File: config.mk
export PLATFORM = sky130hd
export DESIGN_NAME = morse_frame_decoder
export DESIGN_NICKNAME = d
export VERILOG_FILES = /design/src/rtl/morse_frame_decoder_pkg.sv /design/src/rtl/morse_frame_decoder_rom.sv /design/src/rtl/morse_frame_decoder.sv
export SDC_FILE = /design/constraint.sdc
export NUM_CORES = 1
export LEC_CHECK = 0
export CORE_MARGIN = 4
export CORE_UTILIZATION = 40
export DETAILED_ROUTE_END_ITERATION = 10
export GPL_TIMING_DRIVEN = 0
export HOLD_SLACK_MARGIN = 0.06
export PLACE_DENSITY = 0.71
export SLEW_MARGIN = 30
export SYNTH_ARGS = -nofsm -noshare
export SYNTH_HDL_FRONTEND = slang
export SYNTH_SLANG_ARGS = --single-unit
File: constraint.sdc
create_clock -name clock -period 3.05 [get_ports clock]
set_input_delay 0.61 -clock clock [delete_from_list [all_inputs] [get_ports clock]]
set_output_delay 0.61 -clock clock [all_outputs]
set_load 0.005 [all_outputs]
File: src/rtl/morse_frame_decoder_pkg.sv
// Shared Morse letter table and decoder state encodings; the encoder's
// charSelect uses the same constants so both ends of the link agree.
package morse_frame_decoder_pkg;

    localparam int MORSE_W = 14;

    localparam logic [MORSE_W-1:0] PAT_0 = 14'b10101000000000;
    localparam logic [MORSE_W-1:0] PAT_1 = 14'b11100000000000;
    localparam logic [MORSE_W-1:0] PAT_2 = 14'b10101110000000;
    localparam logic [MORSE_W-1:0] PAT_3 = 14'b10101110000000;
    localparam logic [MORSE_W-1:0] PAT_4 = 14'b10111011100000;
    localparam logic [MORSE_W-1:0] PAT_5 = 14'b11101010111000;
    localparam logic [MORSE_W-1:0] PAT_6 = 14'b11101011101110;
    localparam logic [MORSE_W-1:0] PAT_7 = 14'b11101110101000;

    typedef enum logic [1:0] {
        ST_IDLE    = 2'd0,
        ST_CAPTURE = 2'd1,
        ST_DECIDE  = 2'd2
    } state_t;

    function automatic logic [MORSE_W-1:0] pattern_of(input logic [2:0] idx);
        logic [MORSE_W-1:0] p;
        case (idx)
            3'd0:    p = PAT_0;
            3'd1:    p = PAT_1;
            3'd2:    p = PAT_2;
            3'd3:    p = PAT_3;
            3'd4:    p = PAT_4;
            3'd5:    p = PAT_5;
            3'd6:    p = PAT_6;
            default: p = PAT_7;
        endcase
        return p;
    endfunction

endpackage

File: src/rtl/morse_frame_decoder_rom.sv
// Combinational reverse lookup of a captured frame into the letter table.
// The lowest matching index wins, so duplicate entries resolve downward.
module morse_pattern_rom
    import morse_frame_decoder_pkg::*;
(
    input  logic [MORSE_W-1:0] i_frame,
    output logic [2:0]         o_index,
    output logic               o_match
);

    always_comb begin
        o_index = 3'd0;
        o_match = 1'b0;
        // Scan downward so the last hit written is the lowest index.
        for (int i = 7; i >= 0; i--) begin
            if (i_frame == pattern_of(3'(i))) begin
                o_index = 3'(i);
                o_match = 1'b1;
            end
        end
    end

endmodule

File: src/rtl/morse_frame_decoder.sv
// Reassembles a serial Morse frame sampled on each tick and decodes it
// against the letter table, pulsing code_valid or code_err per frame.
module morse_frame_decoder
    import morse_frame_decoder_pkg::*;
#(
    parameter int FRAME_W = 14,
    parameter int CNT_W   = 4
) (
    input  logic               clock,
    input  logic               Reset_b,
    input  logic               tick,
    input  logic               serial_in,
    output logic [2:0]         code_out,
    output logic               code_valid,
    output logic               code_err,
    output logic               busy,
    output logic [FRAME_W-1:0] frame_out
);

    state_t             r_state;
    logic [CNT_W-1:0]   r_cnt;
    logic [FRAME_W-1:0] r_shift;
    logic [FRAME_W-1:0] r_frame_out;
    logic [2:0]         r_code;
    logic               r_valid;
    logic               r_err;
    logic               r_busy;

    logic [MORSE_W-1:0] w_rom_frame;
    logic [2:0]         w_rom_index;
    logic               w_rom_match;

    assign w_rom_frame = r_shift;

    morse_pattern_rom u_rom (
        .i_frame (w_rom_frame),
        .o_index (w_rom_index),
        .o_match (w_rom_match)
    );

    always_ff @(posedge clock or negedge Reset_b) begin
        if (!Reset_b) begin
            r_state     <= ST_IDLE;
            r_cnt       <= '0;
            r_shift     <= '0;
            r_frame_out <= '0;
            r_code      <= 3'd0;
            r_valid     <= 1'b0;
            r_err       <= 1'b0;
            r_busy      <= 1'b0;
        end else begin
            r_valid <= 1'b0;
            r_err   <= 1'b0;
            case (r_state)
                ST_IDLE: begin
                    // Every legal pattern starts with a 1; leading zeros are gap.
                    if (tick && serial_in) begin
                        r_shift <= {{(FRAME_W-1){1'b0}}, 1'b1};
                        r_cnt   <= CNT_W'(1);
                        r_state <= ST_CAPTURE;
                        r_busy  <= 1'b1;
                    end
                end
                ST_CAPTURE: begin
                    if (tick) begin
                        r_shift <= {r_shift[FRAME_W-2:0], serial_in};
                        r_cnt   <= r_cnt + CNT_W'(1);
                        if (r_cnt == CNT_W'(FRAME_W-1))
                            r_state <= ST_DECIDE;
                    end
                end
                ST_DECIDE: begin
                    r_frame_out <= r_shift;
                    if (w_rom_match) begin
                        r_code  <= w_rom_index;
                        r_valid <= 1'b1;
                    end else begin
                        r_err   <= 1'b1;
                    end
                    r_cnt   <= '0;
                    r_state <= ST_IDLE;
                    r_busy  <= 1'b0;
                end
                default: begin
                    r_state <= ST_IDLE;
                    r_busy  <= 1'b0;
                end
            endcase
        end
    end

    assign code_out   = r_code;
    assign code_valid = r_valid;
    assign code_err   = r_err;
    assign busy       = r_busy;
    assign frame_out  = r_frame_out;

endmodule

Word level (Yosys, flattened, before mapping)

Index checks and enable logic that the tools add are counted.

Register bits after elaboration: 40
Input port bits: 4

Bitwise logic cells: 1
Multiplexer cells: 30
Equality and inequality tests: 13
Add/subtract/negate cells: 1
Reduce and logical (&&, ||, !) cells: 9

Operator list:

| kind                                           | number |
|---|---|
| == test 14 bit (second input constant)         | 7 |
| two-way mux 14 bit                             | 2 |
| case mux 14 bit (2 select lines)               | 1 |
| two-way mux 3 bit                              | 7 |
| two-way mux 1 bit                              | 12 |
| case mux 4 bit (3 select lines)                | 1 |
| AND reduction 3 bit                            | 3 |
| two-way mux 4 bit                              | 2 |
| two-way mux 2 bit                              | 3 |
| inequality test 2 bit (second input constant)  | 3 |
| adder 4 x 1 -> 4 bit (second input constant)   | 1 |
| == test 4 bit (second input constant)          | 1 |
| case mux 2 bit (2 select lines)                | 1 |
| AND reduction 2 bit                            | 2 |
| nonzero test 3 bit                             | 1 |
| == test 2 x 1 -> 1 bit (second input constant) | 1 |
| == test 2 bit (second input constant)          | 1 |
| logical NOT 2 bit                              | 1 |
| case mux 1 bit (2 select lines)                | 1 |
| nonzero test 2 bit                             | 1 |
| logical AND 1 bit                              | 1 |
| inverter 1 bit                                 | 1 |

Logic depth before layout (Yosys ltp)

Gate-level depths: netlist (run 1).

Depth in word-level cells: 10
Gate-level depth with buffers: 7
Depth with buffers taken out: 7

By module

Synthesis (run 1) repeated with hierarchy kept, for this count alone.

Cells, all modules: 181
Area, all modules: 2,060.7 µm²

By module, submodules not included:

| module              | instances | cells each | area an instance (µm²) |
|---|---|---|---|
| morse_frame_decoder | 1         | 150        | 1,835.5 |
| morse_pattern_rom   | 1         | 31         | 225.2 |

Worst setup path before layout (run 1)

OpenSTA, ideal clock, no wires.

Path kind: register to register
Start: reg r_shift[12]
End: reg r_code[0] (netlist: code_out[0])
Cell stages (with the launch flop): 5
Path slack: 0.917 ns
Setup time: 0.128 ns
Period minus slack after synthesis: 2.133 ns
Arrival: 2.005 ns
Required time: 2.922 ns
Path through: dfrtp_1 > or4_4 > or4_4 > a41oi_2 > mux2_1

Cells in the longest elaborated chain, start to end: 9
Elaborated cells between the ends (all ways): 22
Classes of those cells: eq/ne: 7; mux: 14; reduce/logical: 1

Ends and longest elaborated chain:

| what                                 | line                          | RTL |
|---|---|---|
| start: declaration                   | morse_frame_decoder.sv:22     | `logic [FRAME_W-1:0] r_shift;` |
| start signal: assignment             | morse_frame_decoder.sv:58     | `r_shift <= {{(FRAME_W-1){1'b0}}, 1'b1};` |
| start signal: assignment             | morse_frame_decoder.sv:66     | `r_shift <= {r_shift[FRAME_W-2:0], serial_in};` |
| == test 14 bit                       | morse_frame_decoder_rom.sv:16 | `if (i_frame == pattern_of(3'(i))) begin` |
| two-way mux 1 bit (7 in a row)       | morse_frame_decoder_rom.sv:16 |  |
| AND reduction 2 bit (no source line) | -                             |  |
| end signal: assignment               | morse_frame_decoder.sv:75     | `r_code <= w_rom_index;` |
| end: declaration                     | morse_frame_decoder.sv:24     | `logic [2:0] r_code;` |

Several ways; a longest one is shown, not always the timed one.
A chain may end at the register's enable or synchronous reset.

Final worst setup path (run 1)

Ends and elaborated chain as after synthesis.

==> results by stage, run 1 <==
Worst setup path:
- Data on the critical path arrives at its endpoint at 2.49 ns.
- For the worst setup path, the data required time is 3.22 ns.
- In this run the worst setup path begins at r_shift[12].
- The class of the most critical setup path is reg -> reg.
- The most prevalent standard cell on the critical path is or4_4.
- In this run the register-to-register setup slack is 0.73 ns.
- The kind of end point of the critical path is a register.
- The launch instance of the worst register-to-register path is r_shift[12].
- The critical path goes through or4_4, or4_4, a41oi_2, mux2_1.
- The worst register-to-register path ends at code_out[0].
- The depth of the worst register-to-register path is 4.
- The biggest fanout along the worst timing path is 7.
- For this run, the slowest stage of the critical path takes 0.57 ns.
- STA classifies the critical path startpoint as a register.
- The slowest stage cell on the critical path is or4_4.

Global routing:
- The via count of the first global-routing pass is 1354.
- The sum of overflow across all layers after global routing is 0.
- Entering global routing, the biggest net connects 22 pins.
- Global routing used 12.7% of the available tracks across all layers.
- The wire length of the first global-routing pass is 6140 um.
- The initial antenna violation count was 0.

CTS:
- The TritonCTS clock tree is done.
- The clock tree buffer depth is 2.
- The clock root buffer is clkbuf_8.
- The H-tree depth is 2.
- The clock slew seen by the registers of the worst setup and hold paths is 0.07 ns.
- For the worst-skew pair, the clock arrives at the later sink with an insertion delay of 0.29 ns.
- The number of hold buffers added after cts is 0.
- The clock sink count is 40.
- The number of buffers created by CTS is 5.
- In this run the post-CTS setup repair buffer count came out at 0.
- In this run, post-CTS repair resized a total of 0 instances.

Power and ir drop:
- Power spread over the standard cell area amounts to 588 nW/um^2.
- The maximum resistive drop on vdd is 0.000326 V.
- The overall power consumption is 1360 uW.
- The static leakage power is 0.00103 uW.

Final layout:
- Summing all non-filler instances in the final layout gives an area of 2310 um^2.
- The final layout contains 206 nets.
- The fill cell total of the finished layout is 438.
- The diode insertion count for antenna repair is 0.
- Cells with a size suffix above 1 make up 16.9% of the layout.
- The signed area change from the synthesized netlist to the final layout is 19.6%.

Die:
- Row generation in the floorplan step produced 25 rows.
- The area of the die is 6000 um^2.
- From bottom edge to top edge, the die measures 77.5 um.
- In this run the standard cell core region covers 4690 um^2.
- The starting density of the core is 41.1%.
- The die outline width is 77.5 um.
- For this design the top-level I/O count stands at 24.

Worst hold path:
- The tightest min-delay check is of the in -> async type.

Synth:
- For this run, the leading register cell type out of synthesis is dfrtp_1.
- Synthesis inferred 40 register bits.
- The average size of a mapped cell is 11.6 um^2.
- The register area share after synthesis is 51.9%.
- The biggest area contributor in the post-synthesis netlist is dfrtp_1.
- Summing every instance area after synthesis gives 1930 um^2.
- The unique cell type count in the Yosys netlist is 43.
- The Yosys step of the flow raised 0 warnings.
- The synthesized design contains 0 enable-type register cells.
- The number of nets produced by synthesis is 176.
- The gate count after technology mapping is 167.
- By area the synthesized netlist is led by dfrtp_1 52%, mux2_2 8.2%, a22o_1 5.4%.
- For this run, asynchronously set or reset flops after synthesis account for 100%.
- After synthesis, the largest area contributor takes up 51.9% of total cell area.

Outcome:
- The run finished with clean final reports.

Placement:
- The area of placed instances is 2240 um^2.
- The setup slack after placement is 0.738 ns.
- At the end of routability-driven placement, the weighted congestion stood at 0.970.
- Detailed placement finished with a half-perimeter wire length of 2650 um.
- The count of port buffers added during placement is 22.

Detailed routing:
- The number of iterations in the first detailed-routing pass is 4.
- The violation count after the first detailed-route iteration is 84.
- After detailed routing, the number of remaining DRC violations is 0.
- The routed via count is 1393.
- The routed wirelength normalized by instance count is 14.2 um.
- In this run the remaining antenna-violating nets after routing total 0.
- The via-per-instance ratio is 5.59.
- After detailed routing, the total wire length is 3530 um.

Timing:
- The largest clock skew in the final design is 0.00463 ns.
- The worst-case headroom to the max-slew limit is 57.8%.
- Counting I/O delays and the setup requirement, the final critical path takes 2.32 ns.
- After routing, the total negative slack on setup checks comes to 0 ns.
- The number of setup violations in the final report is 0.
- The final count of hold timing violations is 0.
- At the pin with the least slew margin, the transition time is 0.634 ns.
- The fmax is 0.431 GHz.
- After layout, the worst path uses 76.1% of the clock period.
- Across all setup checks in the final design, the least slack found is 0.729 ns.
- Setup repair after global routing left no endpoint under its margin.
- The count of final max-slew check failures is 0.

Run:
- The total of max-cap violations is 0.
-- worst max path at each step --
stage	to	slack, ns	cells past startpoint
2_1_floorplan	code_out[0]	0.92	4
3_3_place_gp	busy	0.41	1
3_5_place_dp	code_out[0]	0.74	4
4_1_cts	code_out[0]	0.73	4
5_1_grt	code_out[0]	0.66	5
6_report	code_out[0]	0.73	4
-- routing by layer --
| metal | up-vias | share of wire (%) | GRT usage [%] |
|---|---|---|---|
| met5 | - | 0 | 0 |
| met4 | 0 | 1.4 | 4.27 |
| met3 | 5 | 3.9 | 3.94 |
| met2 | 28 | 46 | 20.0 |
| met1 | 685 | 48 | 16.5 |
| li1 | 675 | - | - |
-- state kept, by name, indices dropped and copies added (netlist names) --
register	flops
code_out	3
r_cnt	4
r_shift	14
r_state	2
frame_out	14
busy	1
code_err	1
code_valid	1
-- per-stage QoR --
step                      utilization (%)  std cells  hold WS, ns
after floorplan                         -        167        0.314
after global placement               47.3        243        0.475
after detailed placement             47.7        244        0.479
after CTS                            49.2        249        0.296
after global routing                 49.2        249        0.331
final                                49.2        249        0.283
-- report_power, final --
part           internal [uW]  leakage (uW)  switching (uW)
clock network            147     0.0000359             164
logic                    163      0.000447             175
registers                603      0.000548             104
total                    914       0.00103             443
-- final cells by class --
class | count | area, um^2 | area share (%)
Buffer | 8 | 42.5 | 1.84
Clock buffer | 5 | 68.8 | 2.98
Inverter | 5 | 18.8 | 0.813
Multi-Input combinational cell | 114 | 867 | 37.6
Sequential cell | 40 | 1000 | 43.4
Tap cell | 54 | 67.6 | 2.93
Timing Repair Buffer | 23 | 243 | 10.5
-- kinds of logic after synthesis --
kind of cell               Yosys count  share of synthesized area (%)
and+or+nand+nor                     57                           18.1
DFF                                 40                           51.9
AOI/OAI and AO/OA                   35                           13.9
muxes                               16                           9.27
buffers and inverters               13                           3.18
adders and majority gates            5                           3.24
xor gates and xnor gates             1                          0.454
-- cell usage in the layout (no fill, tap or decap), types with 3 or more instances in the layout --
master,netlist,final
dfrtp_1,40,40
clkdlybuf4s50_1,0,21
mux2_2,14,14
a22o_1,12,12
nor2_1,8,8
nand2_1,8,8
a21oi_1,8,8
nor3_1,6,6
inv_1,5,5
nand3_1,5,5
clkbuf_1,5,5
ha_1,5,5
clkbuf_8,0,5
nand4b_1,4,4
nor4_1,4,4
nand2b_1,4,4
o21ai_0,3,3
-- synthesized netlist by cell type, drive strengths merged, types with 4 or more instances --
| cell type | count |
|---|---|
| a22o | 14 |
| a21oi | 8 |
| nand3 | 5 |
| or4 | 4 |
| mux2 | 15 |
| nor4 | 5 |
| nand2b | 4 |
| nor2 | 8 |
| clkbuf | 6 |
| nand4b | 4 |
| ha | 5 |
| dfrtp | 40 |
| inv | 5 |
| o21ai | 4 |
| nand2 | 8 |
| nor3 | 6 |
-- critical path, delay by kind of cell (launching register included) --
kind | cells | cell delay [ns]
AND/OR/NAND/NOR | 2 | 1.09
flip-flops | 1 | 0.48
multiplexers | 1 | 0.35
AO/OA/AOI/OAI | 1 | 0.28
Power figures use the tool's default switching activity.
==> run 2: changes to the inputs <==
==> constraint.sdc (replaced) <==
create_clock -name clock -period 2.2 [get_ports clock]
set_input_delay 0.44 -clock clock [delete_from_list [all_inputs] [get_ports clock]]
set_output_delay 0.44 -clock clock [all_outputs]
set_load 0.005 [all_outputs]
==> results by stage, run 2 (same netlist as run 1, synthesis figures left out) <==
Outcome:
- The flow ran to the end, and the final reports show no timing, DRC or antenna violations.

Die:
- The area of the die came to 6000 um^2 (unchanged).
- The number of rows in the core area was 25 (unchanged).
- The core region area is 4690 um^2 (unchanged).
- The starting density of the core is 41.1% (unchanged).
- The floorplan die height came to 77.5 um (unchanged).
- The boundary pin count was 24 (unchanged).
- The die outline width is 77.5 um (unchanged).

Timing:
- The final count of hold timing violations is 0 (unchanged).
- The largest clock skew in the final design is 0.00507 ns (+0.000433 ns).
- The number of setup violations in the final report is 0 (unchanged).
- The worst-case headroom to the max-slew limit is 57.8% (about the same).
- Setup repair after global routing left no endpoint under its margin.
- The fmax is 0.467 GHz (+8.5%).
- The worst hold slack was 0.114 ns (-0.169 ns).
- The setup TNS after final layout is 0 ns (unchanged).
- The final critical delay including setup and external delays is 2.14 ns (-0.181 ns).
- The slew of the pin with the lowest slew margin was 0.634 ns (+0.00000131 ns).
- The post-route fraction of the period consumed by the critical path was 97.2% (+21 points).
- The count of final max-slew check failures is 0 (unchanged).

Final layout:
- The area growth from synthesis to layout is 24.9%.
- The area of the multi-input gates is 902 um^2 (+4.0%).
- Leaving out fill and tap cells, the most frequent cell in the layout is dfrtp_1.
- The sequential cell area came to 1010 um^2 (+0.63%).
- The fraction of final layout cells with drive strength greater than 1 is 24.1% (+7.2 points).
- The diode insertion count for antenna repair came to 0 (unchanged).
- The final core utilization is 51.4% (+2.2 points).
- The fill cell total of the finished layout was 429 (-2.1%).
- The final-stage net count is 214 (+3.9%).
- In the layout the commonest cells are 35 x dfrtp_1, 21 x clkdlybuf4s50_1, 14 x mux2_2.
- The post-route cell area is 2410 um^2 (+4.4%).

Detailed routing:
- The detailed-routed wire length on met2 is 1790 um (+9.3%).
- The via-per-instance ratio is 5.61 (+0.30%).
- The met3 wirelength from detailed routing was 147 um (+8.1%).
- The routed wirelength normalized by instance count is 14.4 um (+1.8%).
- The routed via count was 1442 (+3.5%).
- The number of iterations in the first detailed-routing pass is 4 (unchanged).
- The wire length the detailed router placed on met1 is 1720 um (+0.94%).
- The violation count after the first detailed-route iteration came to 104 (+24%).
- The number of design rule violations left after detail routing is 0 (unchanged).
- The number of routed nets with antenna violations came to 0 (unchanged).
- The highest metal layer carrying signal wires in the routed design is met4.
- The total length of routed wires is 3710 um (+5.1%).

Placement:
- The count of port buffers added during placement was 22 (unchanged).
- The area of placed instances is 2240 um^2 (unchanged).
- The placer's final routability congestion estimate is 0.970 (unchanged).
- The total half-perimeter wirelength after legalization and detailed placement is 2650 um (unchanged).

Worst setup path:
- The worst endpoint data arrival time came to 2.31 ns (-0.18 ns).
- The setup path with the least slack is of type reg -> reg.
- The worst setup path is captured at a register.
- The end of the worst register-to-register path is code_out[0].
- The critical path buffer and inverter count is 0 (unchanged).
- The largest individual stage delay along the critical path comes from the cell or4_4.
- The critical path goes through or3b_4, or4_4, a41oi_4, mux2_1.
- The biggest fanout along the worst timing path is 7 (unchanged).
- STA classifies the critical path startpoint as a register.
- The end point of the critical path is code_out[0].
- In this run the worst setup path begins at r_shift[10].
- The worst register-to-register path begins at r_shift[10].
- The depth of the worst register-to-register path is 4 (unchanged).
- The required time at the endpoint of the critical path came to 2.37 ns (-0.85 ns).
- The total stage count of the critical path came to 4 (unchanged).
- The cell family with the largest share of critical-path delay is simple AND/OR/NAND/NOR gates.
- The slack of the worst reg-to-reg path is 0.06 ns (-0.67 ns).
- The delay of the slowest cell on the worst path is 0.57 ns (about the same).

Global routing:
- The sum of overflow across all layers after global routing came to 0 (unchanged).
- The largest net degree at the start of global routing is 22 (unchanged).
- The combined global-route utilization of all metal layers is 13.0% (+0.30 points).
- The initial antenna violation count is 0 (unchanged).
- The via count of the first global-routing pass was 1392 (+2.8%).
- The wire length of the first global-routing pass came to 6270 um (+2.1%).

CTS:
- The clock tree buffer depth was 2 (unchanged).
- The clock root buffer is clkbuf_8.
- The clock slew seen by the registers of the worst setup and hold paths is 0.07 ns (about the same).
- The H-tree depth was 2 (unchanged).
- The number of buffers created by CTS is 5 (unchanged).
- TritonCTS built the clock tree.
- The number of hold buffers added after cts is 0 (unchanged).
- The clock sink count is 40 (unchanged).
- The clock latency on the worst-skew pair is 0.29 ns (about the same).

Power and ir drop:
- The maximum resistive drop on vdd is 0.000462 V (+42%).
- The static leakage power is 0.00109 uW (+5.7%).
- The overall power consumption is 1950 uW (+44%).
- The power per unit of standard cell area is 810 nW/um^2 (+38%).

Worst hold path:
- The path class of the tightest hold or removal check is in -> async.

Run:
- The total of max-cap violations is 0 (unchanged).
## run 2: cell count changes in the layout (fill, tap and decap cells not counted), sizes merged
cell and change:
buf +8
## run 2: layout make-up
class                           instances  area share (%)
Buffer                                  8            1.77
Clock buffer                            5            2.86
Inverter                                5           0.779
Multi-Input combinational cell        114            37.4
Sequential cell                        40            41.8
Tap cell                               54            2.80
Timing Repair Buffer                   31            12.6
## run 2: per-layer routing
metal | GRT usage [%] | vias up
met1 | 16.5 | 710
met2 | 20.7 | 36
met3 | 3.94 | 6
li1 | - | 690
met5 | 0 | -
met4 | 4.80 | 0
## run 2: what timing repair did
| action | CTS | global route |
|---|---|---|
| resized for setup | 3 | 8 |
| cloned | 0 | 0 |
| setup buffers | 4 | 4 |
| endpoints found under the setup margin | 1 | 2 |
| pin swaps | 1 | 3 |
## run 2: worst min-delay path by stage
stage | endpoint | slack (ns) | depth (start not counted)
final | r_shift[7] | 0.11 | 1
after CTS | frame_out[1] | 0.13 | 1
after global routing | r_state[0] | 0.16 | 1
after detailed placement | code_out[1] | 0.44 | 1
after floorplan | busy | 0.14 | 0
after global placement | code_out[0] | 0.48 | 1
## run 2: per-stage QoR
stage | std cells | worst slack (ns)
finish | 257 | 0.0606
global route | 257 | 0.00482
CTS | 253 | 0.000126
detailed placement | 244 | -0.112
global placement | 243 | -0.270
floorplan | 167 | 0.0674
## run 2: report_power, final
part / leakage (uW) / total, uW / internal (uW) / switching (uW)
registers: 0.000541 / 972 / 842 / 130
clock network: 0.0000359 / 430 / 204 / 226
logic: 0.000513 / 550 / 271 / 279
